[src/rtl/bram_rr_arbiter_if.sv]
// Bundle of the signals between bram_rr_arbiter, its two requesters and the
// single-port block memory.
// Ports: requester side  req0/1, we0/1, addr0/1, wdata0/1 -> arbiter
//                        ack0/1, rvalid0/1, rdata0/1      <- arbiter
//        memory side     wea, addra, dina <- arbiter; douta -> arbiter
//        status          busy <- arbiter
// slave  : the arbiter's view (consumes requests and douta, drives the rest).
// master : the environment's view (requesters plus the memory).
interface bram_rr_arbiter_if #(
  parameter int ADDR_W = 10,
  parameter int DATA_W = 16
);

  // requester 0
  logic              req0;
  logic              we0;
  logic [ADDR_W-1:0] addr0;
  logic [DATA_W-1:0] wdata0;
  logic              ack0;
  logic              rvalid0;
  logic [DATA_W-1:0] rdata0;

  // requester 1
  logic              req1;
  logic              we1;
  logic [ADDR_W-1:0] addr1;
  logic [DATA_W-1:0] wdata1;
  logic              ack1;
  logic              rvalid1;
  logic [DATA_W-1:0] rdata1;

  // memory port
  logic              wea;
  logic [ADDR_W-1:0] addra;
  logic [DATA_W-1:0] dina;
  logic [DATA_W-1:0] douta;

  // status
  logic              busy;

  modport slave (
    input  req0, we0, addr0, wdata0,
    input  req1, we1, addr1, wdata1,
    input  douta,
    output ack0, rvalid0, rdata0,
    output ack1, rvalid1, rdata1,
    output wea, addra, dina,
    output busy
  );

  modport master (
    output req0, we0, addr0, wdata0,
    output req1, we1, addr1, wdata1,
    output douta,
    input  ack0, rvalid0, rdata0,
    input  ack1, rvalid1, rdata1,
    input  wea, addra, dina,
    input  busy
  );

endinterface

[src/rtl/bram_rr_arbiter.sv]
// Two-requester arbiter/sequencer in front of a single-port block memory.
// Latency: ack one cycle after the request is sampled; read data RD_LAT+2
//   cycles after the request is sampled; write occupies the port for 2 cycles.
// Backpressure: requests wait (held by the requester) until ack; requests are
//   only sampled while idle, so at most one command is in flight.
//
// Ports:
//   clka  - clock, all state on the rising edge
//   rsta  - synchronous active-high reset
//   bus   - bram_rr_arbiter_if.slave: requester handshakes, read return
//           paths, the memory port (wea/addra/dina/douta) and busy.
// Parameters: ADDR_W, DATA_W must match the interface instance; RD_LAT is
//   the memory read latency (1..3 cycles).
// Build option: define BRAM_ARB_FIXED_PRI_EN for fixed priority (requester 0
//   always wins a conflict); otherwise arbitration is round-robin.
module bram_rr_arbiter #(
  parameter int ADDR_W = 10,
  parameter int DATA_W = 16,
  parameter int RD_LAT = 1
) (
  input  logic                  clka,
  input  logic                  rsta,
  bram_rr_arbiter_if.slave      bus
);

  // 2 bits cover the legal latency range 1..3
  localparam int CNT_W = 2;

  typedef enum logic [1:0] {
    IDLE = 2'd0,
    CMD  = 2'd1,
    WAIT = 2'd2
  } state_t;

  // ---------------------------------------------------------------------------
  // State and registered outputs
  // ---------------------------------------------------------------------------
  state_t            state, state_nxt;
  logic              wea_r, wea_nxt;
  logic [ADDR_W-1:0] addra_r, addra_nxt;
  logic [DATA_W-1:0] dina_r, dina_nxt;
  logic              ack0_r, ack0_nxt;
  logic              ack1_r, ack1_nxt;
  logic              rvalid0_r, rvalid0_nxt;
  logic              rvalid1_r, rvalid1_nxt;
  logic [DATA_W-1:0] rdata0_r, rdata0_nxt;
  logic [DATA_W-1:0] rdata1_r, rdata1_nxt;
  logic              owner, owner_nxt;     // 0/1: requester owning the command
  logic [CNT_W-1:0]  cnt, cnt_nxt;         // remaining read-latency cycles
  logic              pick1;                // requester 1 wins in IDLE

`ifndef BRAM_ARB_FIXED_PRI_EN
  logic              last, last_nxt;       // requester granted most recently
`endif

  // ---------------------------------------------------------------------------
  // Winner selection
  // ---------------------------------------------------------------------------
`ifdef BRAM_ARB_FIXED_PRI_EN
  // requester 1 only gets the port when requester 0 is silent
  assign pick1 = bus.req1 & ~bus.req0;
`else
  // on a conflict the requester not granted last wins
  assign pick1 = bus.req1 & (~bus.req0 | ~last);
`endif

  // ---------------------------------------------------------------------------
  // Next-state and next-output logic
  // ---------------------------------------------------------------------------
  always_comb begin
    state_nxt   = state;
    wea_nxt     = wea_r;
    addra_nxt   = addra_r;
    dina_nxt    = dina_r;
    ack0_nxt    = 1'b0;
    ack1_nxt    = 1'b0;
    rvalid0_nxt = 1'b0;
    rvalid1_nxt = 1'b0;
    rdata0_nxt  = rdata0_r;
    rdata1_nxt  = rdata1_r;
    owner_nxt   = owner;
    cnt_nxt     = cnt;
`ifndef BRAM_ARB_FIXED_PRI_EN
    last_nxt    = last;
`endif

    unique case (state)
      IDLE: begin
        if (bus.req0 || bus.req1) begin
          state_nxt = CMD;
          owner_nxt = pick1;
`ifndef BRAM_ARB_FIXED_PRI_EN
          last_nxt  = pick1;
`endif
          if (pick1) begin
            wea_nxt   = bus.we1;
            addra_nxt = bus.addr1;
            dina_nxt  = bus.wdata1;
            ack1_nxt  = 1'b1;
          end else begin
            wea_nxt   = bus.we0;
            addra_nxt = bus.addr0;
            dina_nxt  = bus.wdata0;
            ack0_nxt  = 1'b1;
          end
        end
      end

      CMD: begin
        // command is on the port this cycle; wea_r still carries its type
        wea_nxt = 1'b0;
        if (wea_r) begin
          state_nxt = IDLE;
        end else begin
          state_nxt = WAIT;
          cnt_nxt   = CNT_W'(RD_LAT);
        end
      end

      WAIT: begin
        cnt_nxt = cnt - 1'b1;
        // cnt==1 is the cycle in which douta carries the result
        if (cnt == CNT_W'(1)) begin
          state_nxt = IDLE;
          if (owner) begin
            rdata1_nxt  = bus.douta;
            rvalid1_nxt = 1'b1;
          end else begin
            rdata0_nxt  = bus.douta;
            rvalid0_nxt = 1'b1;
          end
        end
      end

      default: begin
        state_nxt = IDLE;
        wea_nxt   = 1'b0;
      end
    endcase
  end

  // ---------------------------------------------------------------------------
  // Registers
  // ---------------------------------------------------------------------------
  always_ff @(posedge clka) begin
    if (rsta) begin
      state     <= IDLE;
      wea_r     <= 1'b0;
      addra_r   <= '0;
      dina_r    <= '0;
      ack0_r    <= 1'b0;
      ack1_r    <= 1'b0;
      rvalid0_r <= 1'b0;
      rvalid1_r <= 1'b0;
      rdata0_r  <= '0;
      rdata1_r  <= '0;
      owner     <= 1'b0;
      cnt       <= '0;
`ifndef BRAM_ARB_FIXED_PRI_EN
      // "1 granted last" so requester 0 wins the first conflict
      last      <= 1'b1;
`endif
    end else begin
      state     <= state_nxt;
      wea_r     <= wea_nxt;
      addra_r   <= addra_nxt;
      dina_r    <= dina_nxt;
      ack0_r    <= ack0_nxt;
      ack1_r    <= ack1_nxt;
      rvalid0_r <= rvalid0_nxt;
      rvalid1_r <= rvalid1_nxt;
      rdata0_r  <= rdata0_nxt;
      rdata1_r  <= rdata1_nxt;
      owner     <= owner_nxt;
      cnt       <= cnt_nxt;
`ifndef BRAM_ARB_FIXED_PRI_EN
      last      <= last_nxt;
`endif
    end
  end

  // ---------------------------------------------------------------------------
  // Outputs
  // ---------------------------------------------------------------------------
  assign bus.wea     = wea_r;
  assign bus.addra   = addra_r;
  assign bus.dina    = dina_r;
  assign bus.ack0    = ack0_r;
  assign bus.ack1    = ack1_r;
  assign bus.rvalid0 = rvalid0_r;
  assign bus.rvalid1 = rvalid1_r;
  assign bus.rdata0  = rdata0_r;
  assign bus.rdata1  = rdata1_r;
  assign bus.busy    = (state != IDLE);

endmodule

[src/flat_wrapper.sv]
// flat-port wrapper written by rule: the top's interface ports become plain ports
module bram_rr_arbiter_flat 
#(
  parameter int ADDR_W = 10,
  parameter int DATA_W = 16,
  parameter int RD_LAT = 1
)
  (clka, rsta, bus_req0, bus_we0, bus_addr0, bus_wdata0, bus_req1, bus_we1, bus_addr1, bus_wdata1, bus_douta, bus_ack0, bus_rvalid0, bus_rdata0, bus_ack1, bus_rvalid1, bus_rdata1, bus_wea, bus_addra, bus_dina, bus_busy);
  bram_rr_arbiter_if #(.ADDR_W(ADDR_W), .DATA_W(DATA_W)) bus_i ();
  input  logic clka;
  input  logic rsta;
  input wire logic [$bits(bus_i.req0)-1:0] bus_req0;
  input wire logic [$bits(bus_i.we0)-1:0] bus_we0;
  input wire logic [$bits(bus_i.addr0)-1:0] bus_addr0;
  input wire logic [$bits(bus_i.wdata0)-1:0] bus_wdata0;
  input wire logic [$bits(bus_i.req1)-1:0] bus_req1;
  input wire logic [$bits(bus_i.we1)-1:0] bus_we1;
  input wire logic [$bits(bus_i.addr1)-1:0] bus_addr1;
  input wire logic [$bits(bus_i.wdata1)-1:0] bus_wdata1;
  input wire logic [$bits(bus_i.douta)-1:0] bus_douta;
  output wire logic [$bits(bus_i.ack0)-1:0] bus_ack0;
  output wire logic [$bits(bus_i.rvalid0)-1:0] bus_rvalid0;
  output wire logic [$bits(bus_i.rdata0)-1:0] bus_rdata0;
  output wire logic [$bits(bus_i.ack1)-1:0] bus_ack1;
  output wire logic [$bits(bus_i.rvalid1)-1:0] bus_rvalid1;
  output wire logic [$bits(bus_i.rdata1)-1:0] bus_rdata1;
  output wire logic [$bits(bus_i.wea)-1:0] bus_wea;
  output wire logic [$bits(bus_i.addra)-1:0] bus_addra;
  output wire logic [$bits(bus_i.dina)-1:0] bus_dina;
  output wire logic [$bits(bus_i.busy)-1:0] bus_busy;
  assign bus_i.req0 = bus_req0;
  assign bus_i.we0 = bus_we0;
  assign bus_i.addr0 = bus_addr0;
  assign bus_i.wdata0 = bus_wdata0;
  assign bus_i.req1 = bus_req1;
  assign bus_i.we1 = bus_we1;
  assign bus_i.addr1 = bus_addr1;
  assign bus_i.wdata1 = bus_wdata1;
  assign bus_i.douta = bus_douta;
  assign bus_ack0 = bus_i.ack0;
  assign bus_rvalid0 = bus_i.rvalid0;
  assign bus_rdata0 = bus_i.rdata0;
  assign bus_ack1 = bus_i.ack1;
  assign bus_rvalid1 = bus_i.rvalid1;
  assign bus_rdata1 = bus_i.rdata1;
  assign bus_wea = bus_i.wea;
  assign bus_addra = bus_i.addra;
  assign bus_dina = bus_i.dina;
  assign bus_busy = bus_i.busy;
  bram_rr_arbiter #(.ADDR_W(ADDR_W), .DATA_W(DATA_W), .RD_LAT(RD_LAT)) u_core (.clka(clka), .rsta(rsta), .bus(bus_i));
endmodule
[config.mk]
export PLATFORM = sky130hd
export DESIGN_NAME = bram_rr_arbiter_flat
export DESIGN_NICKNAME = d
export VERILOG_FILES = /design/src/rtl/bram_rr_arbiter_if.sv /design/src/rtl/bram_rr_arbiter.sv /design/src/flat_wrapper.sv
export SDC_FILE = /design/constraint.sdc
export NUM_CORES = 1
export LEC_CHECK = 0
export ABC_AREA = 1
export ABC_CLOCK_PERIOD_IN_PS = 1750
export CAP_MARGIN = 25
export CORE_MARGIN = 1.5
export CORE_UTILIZATION = 41
export DETAILED_ROUTE_END_ITERATION = 12
export HOLD_SLACK_MARGIN = 0.12
export MAX_ROUTING_LAYER = met4
export PLACE_DENSITY = 0.8
export SKIP_CTS_REPAIR_TIMING = 1
export SLEW_MARGIN = 20
export SYNTH_ARGS = -nofsm -noshare
export SYNTH_HDL_FRONTEND = slang
export SYNTH_SLANG_ARGS = --single-unit
[constraint.sdc]
create_clock -name clka -period 1.75 [get_ports clka]
set_input_delay 0.35 -clock clka [delete_from_list [all_inputs] [get_ports clka]]
set_output_delay 0.35 -clock clka [all_outputs]
set_load 0.03 [all_outputs]
==> impl_metrics.yaml <==
status:
  status: "complete, no violations"
floorplan:
  rows: 30
  start_util_pct: 43.2
  design.die.area_sq_um: 7800
  ioPinCount: 138
  die_y_um: 88.3
  coreArea_sq_um: 6910
  die_x_um: 88.3
synth:
  synth_xor_area_share_pct: 0
  yosysWarnings: 0
  synth_cell_types: 25
  synth_compound_gate_area_share_pct: 10.8
  synth_top_family_by_area: "simple AND/OR/NAND/NOR gates"
  synth_fp_nets: 496
  seq_area_frac_synth_pct: 46.3
  syn_area_per_cell_sq_um: 7.09
  synthMuxAreaShare_pct: 0
  ys_seq_elements: 69
  synth_area_sq_um: 2980
  synth-adder-area-share_pct: 0.419
  syn_inst: 421
  synthSimpleGateAreaFrac_pct: 31.2
clocking:
  ctsHtreeMaxLevel: 3
  numCtsBuffers: 9
  path_clk_slew_ns: 0.07
  clockBufferDepth: 2
  clock-sinks: 69
  cts_tree: "built"
  clk_latency_ns: 0.34
  ctsRootBufferMaster: "clkbuf_8"
finish:
  final_cell_mix: "clkdlybuf4s50_1, nor2_1, nand2_1, dfxtp_1"
  insertedDiodeCount: 0
  drive_gt1_share_pct: 7.13
  area_delta_synth_final_pct: 57.3
  multi_input_area_sq_um: 1270
  fin_nets: 631
  layout_commonest_cell: "clkdlybuf4s50_1"
  regArea_sq_um: 1380
  finish.instance_area_sq_um: 4690
  fillCellCount: 609
critical_path:
  cp-start-kind: "flip-flop"
  cp_slowest_stage_delay_ns: 0.69
  path_max_fanout: 2
  critPathArrivalTime_ns: 1.36
  critical_path_depth: 1
  critPathRequiredTime_ns: 1.40
  cp-end-kind: "primary output"
  crit_slowest_cell: "clkdlybuf4s50_1"
  path_cells: "clkdlybuf4s50_1"
  r2r_cells: 6
  path_buf_inv: 1
  critPathTopFamily: "buffers and inverters"
  criticalPathCategory: "flip-flop to primary output"
power:
  finalPower_w: 0.00414
  leakagePower_nw: 2.43
  ir_worst_vdd_mv: 0.475
  powerDensity_nw_per_um2: 883
place:
  placed_area_sq_um: 4420
  post-place-ws_ns: -0.0315
  place.gp.congestion: 0.785
  io_buffers: 137
  hpwl_mm: 5.84
global_routing:
  grtUsageTotal_pct: 21.6
  grt_pass1_wl_mm: 12.7
  antenna_found_initial: 0
  grt_overflow: 0
  grt_start_max_net_pins: 49
  grt_pass1_vias: 2943
hold_path:
  whs_path_depth: 2
  hold_class: "flip-flop to flip-flop"
sta:
  fin_crit_ns: 1.71
  report.final.slew_viol_count: 0
  fin_ws_ns: 0.0399
  clock.fmax_ghz: 0.585
  post-route-period-util_pct: 97.7
  finClkSkew_ns: 0.00919
  slew-limit-headroom_pct: 75.6
  rsz0062_at_grt: "no"
  finalSetupViolCount: 0
  final_hold_viol_count: 0
  tightest_slew_ns: 0.365
routing:
  drt_iter0_drc: 92
  wire_per_inst_um: 12.0
  drt_wl_total_mm: 7.90
  vias: 3038
  drtAntennaViolNets: 0
  drc: 0
  drt_pass1_iterations: 5
  vias_per_cell: 4.62
job:
  maxCapViolations: 0
-- power by group --
part | leakage, nW | internal (W) | switching, W
Combinational | 1.78 | 0.000497 | 0.000628
Sequential | 0.564 | 0.00169 | 0.0000679
Clock | 0.0923 | 0.000656 | 0.000602
-- metal layers --
metal  vias up  share of wire, %  global-route usage (%)
li1       1587                 -                       -
met1      1324                43                    24.4
met2       114                48                    35.5
met3        13               8.0                    7.46
met4         0               1.4                    7.81
met5         -                 0                       -
-- final timing paths --
kind | from | to | slack, ns
worst max-delay path | u_core.bus.dina[7] | bus_dina[7] | 0.04
worst min-delay path | u_core.bus.rdata1[4] | u_core.bus.rdata1[4] | 0.47
worst max register to register | u_core.state[1] | u_core.bus.rdata0[5] | 0.33
worst min register to register | u_core.bus.rdata1[4] | u_core.bus.rdata1[4] | 0.47
-- registers in the layout, indices dropped and copies added (netlist names) --
register	count
u_core.bus.dina	16
u_core.state	2
u_core.bus.ack0	1
u_core.bus.wea	1
u_core.bus.rdata1	16
u_core.owner	1
u_core.bus.rvalid1	1
u_core.bus.addra	10
u_core.cnt	2
u_core.bus.rvalid0	1
u_core.bus.ack1	1
u_core.bus.rdata0	16
u_core.last	1
-- stage by stage --
stage          setup TNS (ns)  cells  utilization (%)  hold slack (ns)
3_5_place_dp           -0.198    641             64.0            0.458
3_3_place_gp                0    641             64.0            0.448
5_1_grt                     0    657             68.0            0.484
6_report                    0    657             68.0            0.468
4_1_cts                -0.240    657             66.8            0.469
2_1_floorplan               0    421                -            0.449
-- cell families after synthesis --
group | count (synthesis)
flip-flops | 69
AND/OR/NAND/NOR | 219
buffers and inverters | 68
AO/OA/AOI/OAI | 64
adder cells (fa/ha/maj) | 1
-- Yosys cell counts --
cell type,count,area [sq um]
nand2_1,77,289
inv_1,39,146
inv_2,2,7.51
clkbuf_2,1,5.00
dfxtp_1,69,1380
nor3_1,1,5.00
ha_1,1,12.5
nor2_2,1,6.26
nand4_1,16,100
nor2_1,103,387
nand2_4,1,11.3
o21ai_0,39,195
clkbuf_1,5,18.8
nand2_2,3,18.8
a21oi_1,24,120
o21bai_1,1,7.51
buf_1,2,7.51
nand3_4,1,17.5
inv_4,1,6.26
nand3_1,13,65.1
buf_2,7,35.0
buf_6,7,78.8
nor2_4,2,22.5
buf_4,4,30.0
nand3_2,1,10.0
-- layout make-up --
cell class,count,share of cell area (%)
Clock buffer,10,2.72
Clock inverter,6,1.36
Inverter,42,3.41
Tap cell,96,2.56
Timing Repair Buffer,150,33.5
Sequential cell,69,29.4
Multi-Input combinational cell,284,27.0
No activity file was read; power rests on OpenSTA's default activity.
